===== src/rtl/turbo_pkg.sv =====
// Shared turbo-encoder constants: trellis generators (13/15 octal), tail length,
// default BPSK amplitude and the constituent-encoder FSM state type.
package turbo_pkg;

  localparam logic [3:0] G_FB = 4'o13;
  localparam logic [3:0] G_FF = 4'o15;
  // Tap masks over s[2:0], where s[0] is the most recent register (delay 1).
  localparam logic [2:0] FB_MASK = {G_FB[0], G_FB[1], G_FB[2]};
  localparam logic [2:0] FF_MASK = {G_FF[0], G_FF[1], G_FF[2]};

  localparam int TAIL_LEN    = 3;
  localparam int AMP_DEFAULT = 256;

  typedef enum logic [1:0] {
    IDLE  = 2'd0,
    DATA  = 2'd1,
    TAIL  = 2'd2,
    DRAIN = 2'd3
  } state_e;

endpackage


===== src/rtl/rsc_trellis_step.sv =====
// One combinational step of the 13/15 RSC trellis. With tail_i set the input is
// replaced by the feedback value so the recursion bit a is forced to zero.
module rsc_trellis_step
  import turbo_pkg::*;
(
  input  logic       u_i,
  input  logic [2:0] s_i,
  input  logic       tail_i,
  output logic       u_eff_o,
  output logic       a_o,
  output logic       z_o,
  output logic [2:0] s_next_o
);

  logic fb;

  always_comb begin
    fb       = ^(s_i & FB_MASK);
    u_eff_o  = tail_i ? fb : u_i;
    a_o      = u_eff_o ^ fb;
    z_o      = a_o ^ (^(s_i & FF_MASK));
    s_next_o = {s_i[1:0], a_o};
  end

endmodule


===== src/rtl/rsc_tail_encoder.sv =====
// Streaming RSC constituent encoder: K data samples followed by 3 termination samples.
// Define SOFT_MAP_EN for +/-AMP BPSK samples; otherwise samples are hard bits {15'b0, bit}.
module rsc_tail_encoder
  import turbo_pkg::*;
#(
  parameter int K     = 40,
  parameter int CNT_W = 13,
  parameter int AMP   = AMP_DEFAULT
) (
  input  logic        clk,
  input  logic        rst_n,
  input  logic        start,
  input  logic        in_valid,
  input  logic        in_bit,
  output logic        in_ready,
  output logic        out_valid,
  input  logic        out_ready,
  output logic [15:0] sys_o,
  output logic [15:0] par_o,
  output logic        out_tail,
  output logic        out_last,
  output logic        busy,
  output state_e      dbg_state_o
);

  localparam logic [CNT_W-1:0] K_M1      = CNT_W'(K - 1);
  localparam logic [CNT_W-1:0] TAIL_M1   = CNT_W'(TAIL_LEN - 1);
  localparam logic             PARAMS_OK = (K >= 1) && (K - 1 < 2**CNT_W) && (AMP > 0) && (AMP < 32768);

`ifdef SOFT_MAP_EN
  localparam logic [15:0] AMP_POS = 16'(AMP);
  localparam logic [15:0] AMP_NEG = 16'(-AMP);
`endif

  function automatic logic [15:0] to_sample(input logic b);
`ifdef SOFT_MAP_EN
    to_sample = b ? AMP_NEG : AMP_POS;
`else
    to_sample = {15'b0, b};
`endif
  endfunction

  state_e           state_q, state_d;
  logic [2:0]       s_q, s_d;
  logic [CNT_W-1:0] cnt_q, cnt_d;
  logic             valid_q, valid_d;
  logic [15:0]      sys_q, sys_d, par_q, par_d;
  logic             tail_q, tail_d, last_q, last_d;

  logic       step_u, step_a, step_z;
  logic [2:0] step_s;
  logic       slot_free;

  rsc_trellis_step u_step (
    .u_i      (in_bit),
    .s_i      (s_q),
    .tail_i   (state_q == TAIL),
    .u_eff_o  (step_u),
    .a_o      (step_a),
    .z_o      (step_z),
    .s_next_o (step_s)
  );

  // The output register is free when empty or being consumed this cycle.
  assign slot_free = !valid_q || out_ready;

  always_comb begin
    state_d  = state_q;
    s_d      = s_q;
    cnt_d    = cnt_q;
    valid_d  = valid_q;
    sys_d    = sys_q;
    par_d    = par_q;
    tail_d   = tail_q;
    last_d   = last_q;
    in_ready = 1'b0;

    if (valid_q && out_ready) begin
      valid_d = 1'b0;
      tail_d  = 1'b0;
      last_d  = 1'b0;
    end

    case (state_q)
      IDLE: begin
        if (start) begin
          state_d = DATA;
          cnt_d   = '0;
          s_d     = '0;
        end
      end
      DATA: begin
        in_ready = slot_free;
        if (in_valid && slot_free) begin
          valid_d = 1'b1;
          sys_d   = to_sample(step_u);
          par_d   = to_sample(step_z);
          tail_d  = 1'b0;
          last_d  = 1'b0;
          s_d     = step_s;
          if (cnt_q == K_M1) begin
            state_d = TAIL;
            cnt_d   = '0;
          end else begin
            cnt_d = cnt_q + CNT_W'(1);
          end
        end
      end
      TAIL: begin
        if (slot_free) begin
          valid_d = 1'b1;
          sys_d   = to_sample(step_u);
          par_d   = to_sample(step_z);
          tail_d  = 1'b1;
          last_d  = (cnt_q == TAIL_M1);
          s_d     = step_s;
          if (cnt_q == TAIL_M1) begin
            state_d = DRAIN;
            cnt_d   = '0;
          end else begin
            cnt_d = cnt_q + CNT_W'(1);
          end
        end
      end
      DRAIN: begin
        if (valid_q && out_ready) state_d = IDLE;
      end
      default: state_d = IDLE;
    endcase
  end

  always_ff @(posedge clk or negedge rst_n) begin
    if (!rst_n) begin
      state_q <= IDLE;
      s_q     <= '0;
      cnt_q   <= '0;
      valid_q <= 1'b0;
      sys_q   <= '0;
      par_q   <= '0;
      tail_q  <= 1'b0;
      last_q  <= 1'b0;
    end else begin
      state_q <= state_d;
      s_q     <= s_d;
      cnt_q   <= cnt_d;
      valid_q <= valid_d;
      sys_q   <= sys_d;
      par_q   <= par_d;
      tail_q  <= tail_d;
      last_q  <= last_d;
    end
  end

  assign out_valid   = valid_q;
  assign sys_o       = sys_q;
  assign par_o       = par_q;
  assign out_tail    = tail_q;
  assign out_last    = last_q;
  assign busy        = (state_q != IDLE);
  assign dbg_state_o = state_q;

  // Termination must return the trellis to zero, and tail steps must never feed back a one.
  a_params_ok : assert property (@(posedge clk) PARAMS_OK);
  a_tail_zero : assert property (@(posedge clk) disable iff (!rst_n) (state_q == DRAIN) |-> (s_q == 3'b000));
  a_tail_a0   : assert property (@(posedge clk) disable iff (!rst_n) (state_q == TAIL) |-> !step_a);

endmodule

===== config.mk =====
export PLATFORM = sky130hd
export DESIGN_NAME = rsc_tail_encoder
export DESIGN_NICKNAME = d
export VERILOG_FILES = /design/src/rtl/turbo_pkg.sv /design/src/rtl/rsc_trellis_step.sv /design/src/rtl/rsc_tail_encoder.sv
export SDC_FILE = /design/constraint.sdc
export NUM_CORES = 1
export LEC_CHECK = 0
export CAP_MARGIN = 30
export CORE_UTILIZATION = 38
export DETAILED_ROUTE_END_ITERATION = 6
export GPL_TIMING_DRIVEN = 0
export PLACE_DENSITY = 0.75
export SYNTH_ARGS = -nofsm -noshare
export SYNTH_HDL_FRONTEND = slang
export SYNTH_SLANG_ARGS = --single-unit

===== constraint.sdc =====
create_clock -name clk -period 2.2 [get_ports clk]
set_input_delay 0.33 -clock clk [delete_from_list [all_inputs] [get_ports clk]]
set_output_delay 0.33 -clock clk [all_outputs]
set_load 0.05 [all_outputs]

==> out/qor.txt <==
run status - completed
RSZ-0062 raised after global routing - true
distinct cell type count after synthesis - 46
root buf cell - sky130_fd_sc_hd__clkbuf_8
top cells by area, synth - sky130_fd_sc_hd__dfrtp_1, sky130_fd_sc_hd__buf_4, sky130_fd_sc_hd__ha_1
number of buffers on the longest clock path - 2
area fraction of the dominant cell type after synthesis - 35.0%
die boundary width - 67.8 um
total CTS buffers - 3
CP Capture Type - flop
EDFF count, synth - 0
post-synth top area cell - sky130_fd_sc_hd__dfrtp_1
CTS tree - yes
detailed router's first-iteration violation count - 50
first-pass GRT wire length - 5240 um
data arrival time at the worst-slack endpoint - 2190 ps
residual DRC count - 0
initial antenna violation count - 0
number of max-slew violations in the final report - 0
die height - 67.8 um
power density over the cells - 1230 mW/mm2
worst reg2reg endpoint - cnt_q[10]
synthesis-to-finish area growth - 24.8%
insertion delay of the later-clocked pin in the worst-skew pair - 270 ps
DIE AREA - 0.00460 mm2
sum of overflow across all layers after global routing - 0
logic depth of the worst register-to-register path - 8
data required time of the worst path - 2370 ps
number of detailed-routing iterations run before antenna repair - 4
Post-Route Hold Slack - 295 ps
Cells after Synth - 188
total wire length after detailed routing - 3230 um
# nets final - 250
Fillers - 391
class of the worst hold path - input pin to asynchronous set/reset pin
count of clock tree sinks - 23
number of violations of the max-capacitance limit - 0
ANT cells - 0
core area - 0.00409 mm2
startpoint kind of the worst setup timing path - flop
dominant register cell in the synthesized netlist - sky130_fd_sc_hd__dfrtp_1
setup total negative slack - 0 ps
maximum number of pins on one net before global-route repair - 21
area of combinational cells with multiple inputs - 917 um2
number of H-tree branching levels - 1
vias in the first global route - 1201
async set or reset register ratio after synthesis - 100%
Period Utilization, post-route - 91.6%
Worst Setup Path Type - flop to flop
last element of the critical path - cnt_q[10]
R2R setup slack - 180 ps
GPL Wtd Cong - 0.820
count of input and output buffers - 14
drt wl/cell - 11.3 um
Worst Tran Pin Value - 513 ps
mean instance size in the synthesized netlist - 8.75 um2
combined flip-flop and latch cell area - 577 um2
clock slew at the register clock pins of the worst setup and hold paths - 80 ps
postcts setup bufs - 0
vias - 1345
average via count per standard cell - 4.70
Final Core Density - 50.2%
mapped cell area - 0.00165 mm2
Final Hold Fails - 0
proportion of layout cells with a drive suffix above 1 - 22.9%
launch point of the worst reg-to-reg path - dbg_state_o[0]
worst voltage drop across the vdd grid - 664 uV
worst clock skew - 3.90 ps
sequential cell area fraction in the yosys report - 35.0%
leakage power figure - 0.989 nW
number of primary I/O pins - 45
ranking of synthesized cells by instance count - sky130_fd_sc_hd__buf_4, sky130_fd_sc_hd__dfrtp_1, sky130_fd_sc_hd__nand2_1, sky130_fd_sc_hd__nor2_1, sky130_fd_sc_hd__nand3_1
shortest period the worst path allows - 2020 ps
Post-DRT Antenna Nets - 0
total global-route track usage - 15.3%
Worst Setup SP - dbg_state_o[0]
Yosys warning count - 0
register bit count reported by yosys - 23
highest net fanout along the worst path - 7
starting utilization of the core area - 40.3%
worst slew margin relative to its limit - 65.7%
row count - 23
HPWL after DPL - 2470 um
achievable clock frequency - 0.496 GHz
most frequent cell after synthesis - sky130_fd_sc_hd__buf_4
total of endpoints with negative setup slack in the final report - 0
[per-stage QoR]
stage                     area [um2]  total power, W  setup slack, ps  std cells
after global routing            2050         0.00272             3.23        286
after detailed placement        1990         0.00223             -119        282
after CTS                       2030         0.00249             10.3        286
after global placement          1960         0.00220            -97.9        281
after floorplan                 1760         0.00184             4.16        217
final                           2050         0.00252              185        286
[report_power, final]
part,switching [W],total (W),internal [W]
Sequential,0.0000894,0.000606,0.000516
Combinational,0.00105,0.00165,0.000597
Clock,0.000140,0.000267,0.000127
[state kept, by name (all words and copies together) (netlist names)]
signal	cells
cnt_q	13
dbg_state_o	2
out_last	1
out_tail	1
out_valid	1
par_o	1
s_q	3
sys_o	1
[cells in the final DEF (no fill, tap or decap), types with 6 or more instances in the layout]
cell type	instances
sky130_fd_sc_hd__a21oi_1	7
sky130_fd_sc_hd__a22o_1	6
sky130_fd_sc_hd__buf_4	30
sky130_fd_sc_hd__clkdlybuf4s50_1	12
sky130_fd_sc_hd__conb_1	30
sky130_fd_sc_hd__dfrtp_1	22
sky130_fd_sc_hd__ha_1	7
sky130_fd_sc_hd__inv_1	9
sky130_fd_sc_hd__nand2_1	18
sky130_fd_sc_hd__nand3_1	12
sky130_fd_sc_hd__nor2_1	14
[cell type report]
type / count / area share [%]
Inverter: 9 / 1.65
Buffer: 35 / 12.4
Sequential cell: 23 / 28.1
Tap cell: 50 / 3.05
Multi-Input combinational cell: 150 / 44.7
Clock inverter: 1 / 0.244
Timing Repair Buffer: 15 / 7.86
Clock buffer: 3 / 2.01
[metal layers]
metal / track usage, % / routed length, um / vias to the layer above
li1: - / - / 698
met5: 0 / 0 / -
met3: 4.05 / 135 / 4
met4: 3.91 / 31 / 0
met1: 19.4 / 1490 / 615
met2: 25.6 / 1580 / 28
[repair_timing]
| action | in CTS | in global routing |
|---|---|---|
| gates resized for setup | 2 | 12 |
| hold buffers | 0 | 0 |
| endpoints found under the setup margin | 2 | 15 |
[worst min-delay path by stage]
stage | endpoint | slack (ps) | depth (start not counted)
6_report | out_valid | 290 | 1
5_1_grt | out_valid | 300 | 1
4_1_cts | out_valid | 300 | 1
3_5_place_dp | cnt_q[11] | 500 | 1
3_3_place_gp | sys_o[0] | 500 | 1
2_1_floorplan | cnt_q[0] | 30 | 0
[critical path, cell delays in order, from the launching register on]
cell and delay [ps]:
sky130_fd_sc_hd__dfrtp_2 420, sky130_fd_sc_hd__inv_1 80, sky130_fd_sc_hd__ha_1 200, sky130_fd_sc_hd__and3b_1 220, sky130_fd_sc_hd__nor3_2 240, sky130_fd_sc_hd__and2_1 150, sky130_fd_sc_hd__buf_2 190, sky130_fd_sc_hd__nand2_2 130
sky130_fd_sc_hd__o311ai_1 290
[kinds of logic after synthesis]
group,share of synthesized area [%]
fa+ha+maj,5.32
simple gates,21.3
xor+xnor,2.13
other cells,0.228
buf+inv,17.4
mux,2.66
flops,35.0
compound gates,16.0
Note: power is estimated with default switching activity, not from simulation.
